### src/rtl/control_sequencer.sv
// Hardwired control sequencer for the datapath.
// Fetches an instruction through PC/MAR/MDR and decodes IRVal. It then steps the
// datapath through T3..T6 for binary ALU, mul/div, unary, nop and halt instructions.
// Ports:
//   Clock, reset (async active-low)  - clock and reset
//   IRVal [BITS]                      - instruction register contents from the datapath
//   Stop                              - pause request, honoured only at instruction boundaries
//   PCin..IncPC, HIout, LOout         - per-cycle datapath strobes (HIout/LOout held at 0)
//   ADD..NOT                          - ALU operation selects, at most one high
//   GPRin, GPRout [REGISTERS]         - one-hot register write / drive selects
//   Run, InstrDone, InstrCount[16]    - run status, final-step flag, retired-instruction count
module control_sequencer #(
    parameter int unsigned BITS      = 32,
    parameter int unsigned REGISTERS = 16
) (
    input  logic                 Clock,
    input  logic                 reset,
    input  logic [BITS-1:0]      IRVal,
    input  logic                 Stop,
    output logic                 PCin,
    output logic                 PCout,
    output logic                 IRin,
    output logic                 MARin,
    output logic                 MDRin,
    output logic                 MDRout,
    output logic                 Read,
    output logic                 RYin,
    output logic                 RZin,
    output logic                 Zlowout,
    output logic                 Zhighout,
    output logic                 HIin,
    output logic                 LOin,
    output logic                 IncPC,
    output logic                 HIout,
    output logic                 LOout,
    output logic                 ADD,
    output logic                 SUB,
    output logic                 SHR,
    output logic                 SHL,
    output logic                 ROR,
    output logic                 ROL,
    output logic                 AND,
    output logic                 OR,
    output logic                 MUL,
    output logic                 DIV,
    output logic                 NEGATE,
    output logic                 NOT,
    output logic [REGISTERS-1:0] GPRin,
    output logic [REGISTERS-1:0] GPRout,
    output logic                 Run,
    output logic                 InstrDone,
    output logic [15:0]          InstrCount
);

    localparam int unsigned CNT_W = 16;

    typedef enum logic [3:0] {
        S_IDLE, S_T0, S_T1, S_T2, S_T3, S_T4, S_T5, S_T6, S_HALT
    } state_t;

    typedef enum logic [1:0] {CL_NOP, CL_BIN, CL_MD, CL_UN} iclass_t;

    state_t               r_state;
    state_t               w_next_state;
    logic [CNT_W-1:0]     r_instr_count;
    logic [4:0]           w_opcode;
    iclass_t              w_class;
    logic                 w_last_step;
    logic [REGISTERS-1:0] w_ra_hot;
    logic [REGISTERS-1:0] w_rb_hot;
    logic [REGISTERS-1:0] w_rc_hot;
    logic                 w_unused_ir;

    assign w_opcode    = IRVal[31:27];
    assign w_ra_hot    = REGISTERS'(1) << IRVal[26:23];
    assign w_rb_hot    = REGISTERS'(1) << IRVal[22:19];
    assign w_rc_hot    = REGISTERS'(1) << IRVal[18:15];
    assign w_unused_ir = ^IRVal[14:0];

    // Instruction class selects the length and shape of the execute phase.
    always_comb begin
        w_class = CL_NOP;
        unique case (w_opcode)
            5'b00011, 5'b00100, 5'b00101, 5'b00110,
            5'b00111, 5'b01000, 5'b01001, 5'b01010: w_class = CL_BIN;
            5'b01110, 5'b01111:                     w_class = CL_MD;
            5'b10000, 5'b10001:                     w_class = CL_UN;
            default:                                w_class = CL_NOP;
        endcase
    end

    // Final step of the current instruction depends on its class.
    always_comb begin
        w_last_step = 1'b0;
        unique case (r_state)
            S_T3:    w_last_step = (w_class == CL_NOP);
            S_T4:    w_last_step = (w_class == CL_UN);
            S_T5:    w_last_step = (w_class == CL_BIN);
            S_T6:    w_last_step = 1'b1;
            default: w_last_step = 1'b0;
        endcase
    end

    // Next-state logic; Stop only matters in IDLE and at a final step.
    always_comb begin
        w_next_state = r_state;
        unique case (r_state)
            S_IDLE: w_next_state = Stop ? S_IDLE : S_T0;
            S_T0:   w_next_state = S_T1;
            S_T1:   w_next_state = S_T2;
            S_T2:   w_next_state = S_T3;
            S_T3, S_T4, S_T5, S_T6: begin
                if (w_last_step) begin
                    if (w_opcode == 5'b11011) w_next_state = S_HALT;
                    else if (Stop)            w_next_state = S_IDLE;
                    else                      w_next_state = S_T0;
                end else begin
                    w_next_state = state_t'(4'(r_state) + 4'd1);
                end
            end
            S_HALT:  w_next_state = S_HALT;
            default: w_next_state = S_IDLE;
        endcase
    end

    // State and retired-instruction counter.
    always_ff @(posedge Clock or negedge reset) begin
        if (!reset) begin
            r_state       <= S_IDLE;
            r_instr_count <= '0;
        end else begin
            r_state <= w_next_state;
            if (w_last_step) r_instr_count <= r_instr_count + CNT_W'(1);
        end
    end

    assign InstrCount = r_instr_count;
    assign InstrDone  = w_last_step;
    assign Run        = (r_state != S_IDLE) && (r_state != S_HALT);
    assign HIout      = 1'b0;
    assign LOout      = 1'b0;

    // Moore strobe decode; the state register reset clears every strobe immediately.
    always_comb begin
        PCin = 1'b0; PCout = 1'b0; IRin = 1'b0; MARin = 1'b0; MDRin = 1'b0;
        MDRout = 1'b0; Read = 1'b0; RYin = 1'b0; RZin = 1'b0; Zlowout = 1'b0;
        Zhighout = 1'b0; HIin = 1'b0; LOin = 1'b0; IncPC = 1'b0;
        ADD = 1'b0; SUB = 1'b0; SHR = 1'b0; SHL = 1'b0; ROR = 1'b0; ROL = 1'b0;
        AND = 1'b0; OR = 1'b0; MUL = 1'b0; DIV = 1'b0; NEGATE = 1'b0; NOT = 1'b0;
        GPRin = '0; GPRout = '0;
        unique case (r_state)
            S_T0: begin PCout = 1'b1; MARin = 1'b1; IncPC = 1'b1; RZin = 1'b1; end
            S_T1: begin Zlowout = 1'b1; PCin = 1'b1; Read = 1'b1; MDRin = 1'b1; end
            S_T2: begin MDRout = 1'b1; IRin = 1'b1; end
            S_T3: begin
                if (w_class == CL_BIN || w_class == CL_MD) begin
                    GPRout = w_rb_hot;
                    RYin   = 1'b1;
                end else if (w_class == CL_UN) begin
                    GPRout = w_rb_hot;
                    RZin   = 1'b1;
                    NEGATE = (w_opcode == 5'b10000);
                    NOT    = (w_opcode == 5'b10001);
                end
            end
            S_T4: begin
                if (w_class == CL_BIN || w_class == CL_MD) begin
                    GPRout = w_rc_hot;
                    RZin   = 1'b1;
                    ADD    = (w_opcode == 5'b00011);
                    SUB    = (w_opcode == 5'b00100);
                    SHR    = (w_opcode == 5'b00101);
                    SHL    = (w_opcode == 5'b00110);
                    ROR    = (w_opcode == 5'b00111);
                    ROL    = (w_opcode == 5'b01000);
                    AND    = (w_opcode == 5'b01001);
                    OR     = (w_opcode == 5'b01010);
                    MUL    = (w_opcode == 5'b01110);
                    DIV    = (w_opcode == 5'b01111);
                end else if (w_class == CL_UN) begin
                    Zlowout = 1'b1;
                    GPRin   = w_ra_hot;
                end
            end
            S_T5: begin
                if (w_class == CL_BIN) begin
                    Zlowout = 1'b1;
                    GPRin   = w_ra_hot;
                end else if (w_class == CL_MD) begin
                    Zlowout = 1'b1;
                    LOin    = 1'b1;
                end
            end
            S_T6: begin Zhighout = 1'b1; HIin = 1'b1; end
            default: ;
        endcase
    end

endmodule

### config.mk
export PLATFORM = sky130hd
export DESIGN_NAME = control_sequencer
export DESIGN_NICKNAME = d
export VERILOG_FILES = /design/src/rtl/control_sequencer.sv
export SDC_FILE = /design/constraint.sdc
export NUM_CORES = 1
export LEC_CHECK = 0
export BUFFER_PORTS_ARGS = -buffer_cell sky130_fd_sc_hd__buf_2
export CAP_MARGIN = 10
export CORE_ASPECT_RATIO = 0.75
export CORE_MARGIN = 1.5
export CORE_UTILIZATION = 47
export DETAILED_ROUTE_END_ITERATION = 6
export MAX_ROUTING_LAYER = met4
export PLACE_DENSITY = 0.86
export SYNTH_ARGS = -nofsm -noshare
export SYNTH_HDL_FRONTEND = slang
export SYNTH_SLANG_ARGS = --single-unit
### constraint.sdc
create_clock -name Clock -period 9.7 [get_ports Clock]
set_input_delay 1.94 -clock Clock [delete_from_list [all_inputs] [get_ports Clock]]
set_output_delay 1.94 -clock Clock [all_outputs]
set_load 0.1 [all_outputs]
Word-level counts from Yosys, hierarchy flattened --
Memories as Yosys holds them, arrays and structs flattened. Cells that the tools add are included.
Storage, ports and cells: register bits 20, bits in read-only memories 64, input port bits 35, output and inout bits 78, memories 1
Memory list:
- (name not given) | words 32, width 2, rd ports 1, clocked after memory_dff 0, wr ports 0, line 83 | unique case (w_opcode)
Cells by class: $add $sub $neg 2, equality and inequality tests 25, shift-type cells 3, multiplexer cells 53, reductions and logical operators 6
Operators by type and width (number):
- $mux 16 | 6
- $pmux 16 s2 | 2
- $shl 1x4->16 const A | 3
- $mux 1 | 39
- $eq 5x4->1 const B | 5
- $pmux 4 s6 | 1
- $eq 5x3->1 const B | 4
- $add 16x1->16 const B | 1
- $eq 4x3->1 const B | 4
- $eq 5x5->1 const B | 3
- $eq 4x2->1 const B | 2
- $mux 4 | 2
- $pmux 1 s3 | 2
- $eq 5x2->1 const B | 1
- $add 4x1->4 const B | 1
- $eq 2x2->1 const B | 2
- $eq 4x1->1 const B | 1
- $eq 4x4->1 const B | 1
- $logic_not 4->1 | 1
- $ne 4x4->1 const B | 1
- $pmux 1 s4 | 1
- $reduce_bool 4->1 | 1
- $reduce_or 4->1 | 1
- $eq 2x1->1 const B | 1
- 3 further kinds | 3

Longest topological paths before layout --
Gate-level depths: netlist (run 1). An unclocked memory read counts as a cell.
depth in word-level cells 5, mapped depth 14, mapped depth without buffers 11

Worst setup path after synthesis (run 1) --
No wires, ideal clock.
path kind input to output, start in IRVal[29], end out GPRout[8], arrival time 5.926 ns, data required time 7.760 ns, path slack 1.834 ns, stages on the path 10, cells stage by stage clkbuf_1 -> a21oi_1 -> mux2i_1 -> nand2_1 -> ha_1 -> and3_1 -> buf_2 -> nand2_1 -> or2_2 -> o32ai_1
On the way: longest elaborated chain between the ends 5, elaborated cells between the ends (all ways) 9
Ends and longest elaborated chain:
- start: declaration | line 18 | input logic [BITS-1:0] IRVal,
- $mem_v2 32x2 *
- $eq 2x2->1 (tied with other cells) | line 159 | end else if (w_class == CL_UN) begin
- $mux 16 or $logic_or 1x1->1 (tied branches) | line 159, 156, 167
- $mux 16, on equally long branches | line 156, 167
- $pmux 16 s2 * | line 151 | unique case (r_state)
- end: declaration | line 49 | output logic [REGISTERS-1:0] GPRout,
Every way passes the cells marked *; elsewhere a longest branch is shown, timed or not.

Final worst setup path (run 1) --
start in IRVal[28], end out GPRin[0]
On the way: longest elaborated chain between the ends 5, elaborated cells between the ends (all ways) 9
Ends and longest elaborated chain:
- $mem_v2 32x2 *
- $eq 2x2->1 (tied with other cells) | line 180 | end else if (w_class == CL_UN) begin
- $mux 16 or $logic_or 1x1->1 (tied branches) | line 180, 167
- $mux 16 | line 167 | if (w_class == CL_BIN || w_class == CL_MD) begin
- $pmux 16 s2 * | line 151
- end: declaration | line 48 | output logic [REGISTERS-1:0] GPRin,
Marked as above.

==> results of run 1 <==
[cell families after synthesis]
group / synth area share
buffers and inverters: 0.0889
and+or+nand+nor: 0.413
AOI/OAI and AO/OA: 0.104
muxes: 0.00539
other: 0.00202
adders and majority gates: 0.0471
DFF: 0.269
xor gates and xnor gates: 0.0707
[worst max path at each step]
stage | from | endpoint | slack (ns)
6_report | IRVal[28] | GPRin[0] | 3.11
5_1_grt | IRVal[28] | GPRout[5] | 2.86
4_1_cts | IRVal[28] | GPRin[0] | 3.13
3_5_place_dp | IRVal[28] | GPRin[0] | 3.14
3_3_place_gp | IRVal[28] | GPRin[0] | 3.18
2_1_floorplan | IRVal[29] | GPRout[8] | 1.83
[through the flow]
stage / cell area, sq um / cells / hold slack [ns] / total power, mW
3_3_place_gp: 2280 / 375 / 0.457 / 0.529
2_1_floorplan: 1860 / 245 / 0.465 / 0.485
3_5_place_dp: 2280 / 375 / 0.487 / 0.535
6_report: 2350 / 379 / 0.490 / 0.620
4_1_cts: 2350 / 379 / 0.498 / 0.619
5_1_grt: 2350 / 379 / 0.504 / 0.645
[layout make-up]
type | instances | area, sq um | share of cell area
Clock inverter | 1 | 30.0 | 0.0128
Tap cell | 52 | 65.1 | 0.0276
Multi-Input combinational cell | 197 | 1200 | 0.508
Clock buffer | 3 | 41.3 | 0.0175
Timing Repair Buffer | 95 | 475 | 0.202
Sequential cell | 20 | 500 | 0.213
Inverter | 11 | 46.3 | 0.0197
[layout by cell type (no fill, tap or decap), types with 2 or more instances in the layout]
cell type	count
sky130_fd_sc_hd__or2_2	2
sky130_fd_sc_hd__nand4_1	9
sky130_fd_sc_hd__nand3_1	16
sky130_fd_sc_hd__nand4b_1	4
sky130_fd_sc_hd__or3_1	5
sky130_fd_sc_hd__and3_1	6
sky130_fd_sc_hd__dfrtp_1	20
sky130_fd_sc_hd__conb_1	2
sky130_fd_sc_hd__nand2_1	25
sky130_fd_sc_hd__buf_2	95
sky130_fd_sc_hd__and2_1	5
sky130_fd_sc_hd__nor2b_1	4
sky130_fd_sc_hd__nand2b_1	5
sky130_fd_sc_hd__o311ai_1	2
sky130_fd_sc_hd__nor3_1	12
sky130_fd_sc_hd__o21ai_0	4
sky130_fd_sc_hd__o22ai_1	10
sky130_fd_sc_hd__ha_1	7
sky130_fd_sc_hd__nor2_1	34
sky130_fd_sc_hd__and4_1	3
sky130_fd_sc_hd__clkbuf_8	3
sky130_fd_sc_hd__a21oi_1	3
sky130_fd_sc_hd__o31ai_1	3
sky130_fd_sc_hd__a32o_1	2
sky130_fd_sc_hd__nand3b_1	6
sky130_fd_sc_hd__inv_1	10
sky130_fd_sc_hd__xor2_1	3
sky130_fd_sc_hd__xnor2_1	12
[where the power goes]
part | total [mW] | internal [mW] | leakage [nW] | switching [mW]
Combinational | 0.419 | 0.0690 | 0.928 | 0.350
Sequential | 0.118 | 0.0974 | 0.270 | 0.0204
Clock | 0.0828 | 0.0551 | 0.0357 | 0.0277
Total | 0.620 | 0.221 | 1.23 | 0.398
[registers in the layout, indices dropped and copies added, names as in the netlist]
signal	count
InstrCount	16
r_state	4
[worst max-delay path, stage by stage]
cell	delay, ns
sky130_fd_sc_hd__buf_2	0.14
sky130_fd_sc_hd__a21oi_1	0.19
sky130_fd_sc_hd__mux2i_1	0.31
sky130_fd_sc_hd__nand2_1	0.12
sky130_fd_sc_hd__ha_1	0.41
sky130_fd_sc_hd__nor2b_1	0.17
sky130_fd_sc_hd__nand3_1	0.08
sky130_fd_sc_hd__o21ai_0	0.21
sky130_fd_sc_hd__or3b_1	0.47
sky130_fd_sc_hd__nor3_1	0.14
sky130_fd_sc_hd__buf_2	0.45
[layer usage]
metal,vias up,track usage
met5,-,-
met4,0,0.0587
met3,11,0.0459
met2,106,0.361
li1,1025,-
met1,957,0.313
==> flow_metrics.env, run 1 <==
export IMPL_fp_coreArea_sq_um=3730
export IMPL_antenna_violating_nets_post_route=0
export IMPL_maxClockFrequency_ghz=0.152
export IMPL_tritoncts="done"
export IMPL_worstPathRequired_ns=7.76
export IMPL_final_hpwl_from_detailed_placement_mm=4.02
export IMPL_power_ir_vdd_worst_mv=0.236
export IMPL_postSynthRegisterBits=20
export IMPL_met3RoutedLength_um=411
export IMPL_row_count=19
export IMPL_totalWireLength_mm=5.10
export IMPL_min_path_type="flip-flop to flip-flop"
export IMPL_postLayoutCoreUtil=0.631
export IMPL_initial_utilization=0.498
export IMPL_grt_pass1_wl_mm=7.62
export IMPL_rsz0062_at_grt="false"
export IMPL_clock_skew_final_ns=0.00427
export IMPL_cts_root_to_sink_buffers=2
export IMPL_layout_area_overhead_vs_synth_pct=26.7
export IMPL_synthTopCellsByArea="sky130_fd_sc_hd__dfrtp_1, sky130_fd_sc_hd__nor2_1, sky130_fd_sc_hd__xnor2_1, sky130_fd_sc_hd__nand2_1, sky130_fd_sc_hd__ha_1"
export IMPL_met2RoutedLength_mm=2.37
export IMPL_cts_setup_buffers=0
export IMPL_run_status="complete, no violations"
export IMPL_worstMarginPinSlew_ns=0.489
export IMPL_grt_total_usage=0.233
export IMPL_routed_top_layer="met4"
export IMPL_drt_pass1_iter_count=5
export IMPL_postCtsResizedCells=0
export IMPL_power_leakage_nw=1.23
export IMPL_power_density_relative_to_cell_area_nw_per_um2=263
export IMPL_rr_endpoint="r_state[0]$_DFF_PN0_"
export IMPL_cts_htree_levels=1
export IMPL_rrSetupSlack_ns=7.55
export IMPL_crit_path_max_fanout=8
export IMPL_synth_top_flop_cell="sky130_fd_sc_hd__dfrtp_1"
export IMPL_antenna_diode_count=0
export IMPL_cts_buffers_inserted=3
export IMPL_hold_end="InstrCount[15]$_DFFE_PN0P_"
export IMPL_post_synth_top_area_cell="sky130_fd_sc_hd__dfrtp_1"
export IMPL_port_buffers=95
export IMPL_vias=2099
export IMPL_most_numerous_cell_types_in_the_synthesized_netlist="sky130_fd_sc_hd__nor2_1, sky130_fd_sc_hd__nand2_1, sky130_fd_sc_hd__dfrtp_1"
export IMPL_layout_drive_gt1_share=0.318
export IMPL_synth_area_sq_um=1860
export IMPL_slew_viol_final=0
export IMPL_tns_ns=0
export IMPL_setup_violations_final=0
export IMPL_setup_worst_path_end_class="primary output"
export IMPL_worstRegToRegCells=8
export IMPL_clk_latency_ns=0.26
export IMPL_number_of_antenna_violations_at_the_first_check_in_global_routing=0
export IMPL_die_w_um=75.6
export IMPL_drc=0
export IMPL_post_route_period_util=0.680
export IMPL_place_congestion=0.888
export IMPL_avgRoutedWirePerCell_um=13.5
export IMPL_height_of_the_die_um=57.5
export IMPL_yosysWarningCount=0
export IMPL_synthArstFlopShare=1.00
export IMPL_cts_reportedPaths_clkPinSlew_ns=0.08
export IMPL_worst_slack_ns=3.11
export IMPL_seq_area_frac_synth=0.269
export IMPL_final_critical_path_required_period_ns=6.59
export IMPL_cp_arrival_ns=4.65
export IMPL_synth_lib_cells_used_distinct=44
export IMPL_hold_start="InstrCount[15]$_DFFE_PN0P_"
export IMPL_clock_sink_count=20
export IMPL_worst_setup_path_start_kind="input pin"
export IMPL_worstSetupPathType="input pin to primary output"
export IMPL_synth_most_common_cell="sky130_fd_sc_hd__nor2_1"
export IMPL_num_nets_final=370
export IMPL_synth_largest_type_area_fraction=0.269
export IMPL_dr_first_iter_drc_count=95
export IMPL_fp_dieArea_sq_um=4340
export IMPL_worst_hold_path_num_cells=1
export IMPL_synth_cells=244
export IMPL_first_global_vias=1639
export IMPL_via_per_inst=5.54
export IMPL_pin_count_of_the_biggest_net_entering_global_routing=21
export IMPL_cts_hold_buffers=0
export IMPL_critical_register_to_register_path_startpoint="r_state[0]$_DFF_PN0_"
export IMPL_clock_tree_root_cell="sky130_fd_sc_hd__clkbuf_8"
export IMPL_timing_final_hold_violations=0
export IMPL_synth_edf_count=0
export IMPL_final_layout_fill_cell_count=333
export IMPL_number_of_placed_i_o_pins=113
export IMPL_number_of_max_capacitance_violations_reported=0
export IMPL_synth_area_per_cell_sq_um=7.61
export IMPL_relSlewSlack=0.671
export IMPL_gr_total_overflow=0
export IMPL_dpl_worst_slack_ns=3.14
export IMPL_route_layer_met1_wl_mm=2.25
No activity file was read; power rests on OpenSTA's default activity.
==> inputs of run 2 (changes only) <==
--- a/config.mk
+++ b/config.mk
@@ -9,10 +9,10 @@
 export CAP_MARGIN = 10
 export CORE_ASPECT_RATIO = 0.75
 export CORE_MARGIN = 1.5
-export CORE_UTILIZATION = 47
+export CORE_UTILIZATION = 44
 export DETAILED_ROUTE_END_ITERATION = 6
 export MAX_ROUTING_LAYER = met4
-export PLACE_DENSITY = 0.86
+export PLACE_DENSITY = 0.81
 export SYNTH_ARGS = -nofsm -noshare
 export SYNTH_HDL_FRONTEND = slang
 export SYNTH_SLANG_ARGS = --single-unit
==> constraint.sdc (replaced) <==
create_clock -name Clock -period 6.4 [get_ports Clock]
set_input_delay 1.28 -clock Clock [delete_from_list [all_inputs] [get_ports Clock]]
set_output_delay 1.28 -clock Clock [all_outputs]
set_load 0.1 [all_outputs]
==> run 2 against run 1 <==
  * Via count increased by 0.19%
  * Combinational power is 51% higher
  * First-iteration DRC count grew 27%
  * Clock power grew 14%
  * Final cell count increased by 0.79%
  * Sequential cell count is the same
  * Routed wire length decreased by 1.6%
  * Total power is 46% higher
  * Sequential power grew 51%
==> flow_metrics.env, run 2 (synthesized netlist as in run 1, its figures left out) <==
export IMPL_run_status="complete, no violations"
export IMPL_worstSetupPathType="input pin to primary output"
export IMPL_drt_pass1_iter_count=4
export IMPL_vias=2103
export IMPL_avgRoutedWirePerCell_um=13.1
export IMPL_worst_setup_path_start_kind="input pin"
export IMPL_rrSetupSlack_ns=4.23
export IMPL_grt_total_usage=0.220
export IMPL_worst_hold_path_num_cells=1
export IMPL_cts_setup_buffers=0
export IMPL_timing_critical_path_max_delay_family="simple AND/OR/NAND/NOR gates"
export IMPL_critical_register_to_register_path_startpoint="r_state[0]$_DFF_PN0_"
export IMPL_hold_end="InstrCount[6]$_DFFE_PN0P_"
export IMPL_fp_dieArea_sq_um=4630
export IMPL_power_leakage_nw=1.23
export IMPL_drc=0
export IMPL_initial_utilization=0.458
export IMPL_largest_register_ff_count=16
export IMPL_clock_sink_count=20
export IMPL_worstRegToRegCells=8
export IMPL_placed_cells=378
export IMPL_worst_slack_ns=1.13
export IMPL_layout_area_overhead_vs_synth_pct=27.1
export IMPL_clk_latency_ns=0.26
export IMPL_cts_buffers_inserted=3
export IMPL_cts_reportedPaths_clkPinSlew_ns=0.07
export IMPL_maxClockFrequency_ghz=0.190
export IMPL_clock_skew_final_ns=0.00520
export IMPL_fp_coreArea_sq_um=4050
export IMPL_tritoncts="done"
export IMPL_layout_common_cells="sky130_fd_sc_hd__buf_2, sky130_fd_sc_hd__nor2_1, sky130_fd_sc_hd__nand2_1"
export IMPL_gr_total_overflow=0
export IMPL_cts_hold_buffers=0
export IMPL_num_nets_final=370
export IMPL_rr_endpoint="r_state[0]$_DFF_PN0_"
export IMPL_cp_slowest_cell="sky130_fd_sc_hd__or3b_1"
export IMPL_port_buffers=95
export IMPL_final_critical_path_required_period_ns=5.27
export IMPL_crit_path_max_incr_delay_ns=0.49
export IMPL_power_density_relative_to_cell_area_nw_per_um2=383
export IMPL_antenna_violating_nets_post_route=0
export IMPL_relSlewSlack=0.648
export IMPL_timing_final_hold_violations=0
export IMPL_postCtsResizedCells=0
export IMPL_dpl_worst_slack_ns=1.16
export IMPL_post_route_period_util=0.823
export IMPL_place_congestion=0.872
export IMPL_final_instance_count_excl_fill=382
export IMPL_number_of_placed_i_o_pins=113
export IMPL_multiInputGateArea_sq_um=1210
export IMPL_totalWireLength_mm=5.02
export IMPL_number_of_antenna_violations_at_the_first_check_in_global_routing=0
export IMPL_cts_htree_levels=1
export IMPL_height_of_the_die_um=59.3
export IMPL_rsz0062_at_grt="false"
export IMPL_first_global_vias=1744
export IMPL_cts_root_to_sink_buffers=2
export IMPL_clock_tree_root_cell="sky130_fd_sc_hd__clkbuf_8"
export IMPL_grt_pass1_wl_mm=7.89
export IMPL_pin_count_of_the_biggest_net_entering_global_routing=21
export IMPL_antenna_diode_count=0
export IMPL_cp_arrival_ns=3.99
export IMPL_critPathMostFrequentCell="sky130_fd_sc_hd__buf_2"
export IMPL_number_of_max_capacitance_violations_reported=0
export IMPL_dr_first_iter_drc_count=121
export IMPL_slew_viol_final=0
export IMPL_area_sequential_sq_um=500
export IMPL_final_hpwl_from_detailed_placement_mm=3.95
export IMPL_crit_path_cell_trace="buf_2 > a21oi_1 > mux2i_1 > nand2_1 > ha_1 > nor2b_1 > nand3_1 > o21ai_0 > or3b_1 > nor2_1 > buf_2"
export IMPL_hold_start="InstrCount[6]$_DFFE_PN0P_"
export IMPL_layout_drive_gt1_share=0.327
export IMPL_die_w_um=78.0
export IMPL_setup_violations_final=0
export IMPL_worstPathRequired_ns=5.12
export IMPL_setup_worst_path_end_class="primary output"
export IMPL_min_path_type="flip-flop to flip-flop"
export IMPL_tns_ns=0
export IMPL_crit_path_max_fanout=8
export IMPL_row_count=20
export IMPL_worstMarginPinSlew_ns=0.523
export IMPL_final_layout_fill_cell_count=383
export IMPL_power_ir_vdd_worst_mv=0.358
export IMPL_timing_critical_path_buf_inv=2
export IMPL_layout_commonest_cell="sky130_fd_sc_hd__buf_2"
export IMPL_via_per_inst=5.51
## run 2: cell type report
cell class	instances	area share
Clock buffer	4	0.0233
Inverter	11	0.0196
Multi-Input combinational cell	197	0.515
Sequential cell	20	0.212
Tap cell	55	0.0291
Timing Repair Buffer	95	0.201
## run 2: worst max-delay path by stage
stage / startpoint / slack [ns] / depth (start not counted) / endpoint
after floorplan: IRVal[29] / 0.09 / 9 / GPRout[12]
after global placement: IRVal[30] / 1.19 / 10 / GPRin[0]
after detailed placement: IRVal[28] / 1.16 / 11 / GPRin[0]
after CTS: IRVal[28] / 1.15 / 11 / GPRin[0]
after global routing: IRVal[28] / 0.89 / 11 / GPRout[5]
final: IRVal[28] / 1.13 / 11 / GPRin[1]
## run 2: where the power goes
group / leakage [nW] / switching, mW / internal [mW]
combinational: 0.931 / 0.528 / 0.104
sequential: 0.270 / 0.0304 / 0.148
clock: 0.0288 / 0.0397 / 0.0547
## run 2: worst reg2reg max path, cell delays in order (launching register included)
cell and delay, ns:
sky130_fd_sc_hd__dfrtp_1 0.41, sky130_fd_sc_hd__inv_1 0.09, sky130_fd_sc_hd__ha_1 0.30, sky130_fd_sc_hd__a21o_1 0.22, sky130_fd_sc_hd__nand2_1 0.06, sky130_fd_sc_hd__o211a_1 0.39, sky130_fd_sc_hd__inv_6 0.12, sky130_fd_sc_hd__or3_1 0.36
sky130_fd_sc_hd__o311ai_1 0.10
## run 2: routing by layer
metal	up-vias	part of all wire	GRT usage
met1	979	0.45	0.298
met2	85	0.46	0.355
li1	1031	-	-
met3	8	0.080	0.0385
met4	0	0.010	0.0383
met5	-	0	-
## run 2: through the flow
step                      utilization  area (sq um)  hold WS (ns)  total power, mW
final                           0.582          2360         0.483            0.905
after global placement          0.569          2310         0.459            0.804
after floorplan                     -          1880         0.465            0.736
after CTS                       0.582          2360         0.486            0.907
after detailed placement        0.569          2310         0.472            0.812
after global routing            0.582          2360         0.499            0.952
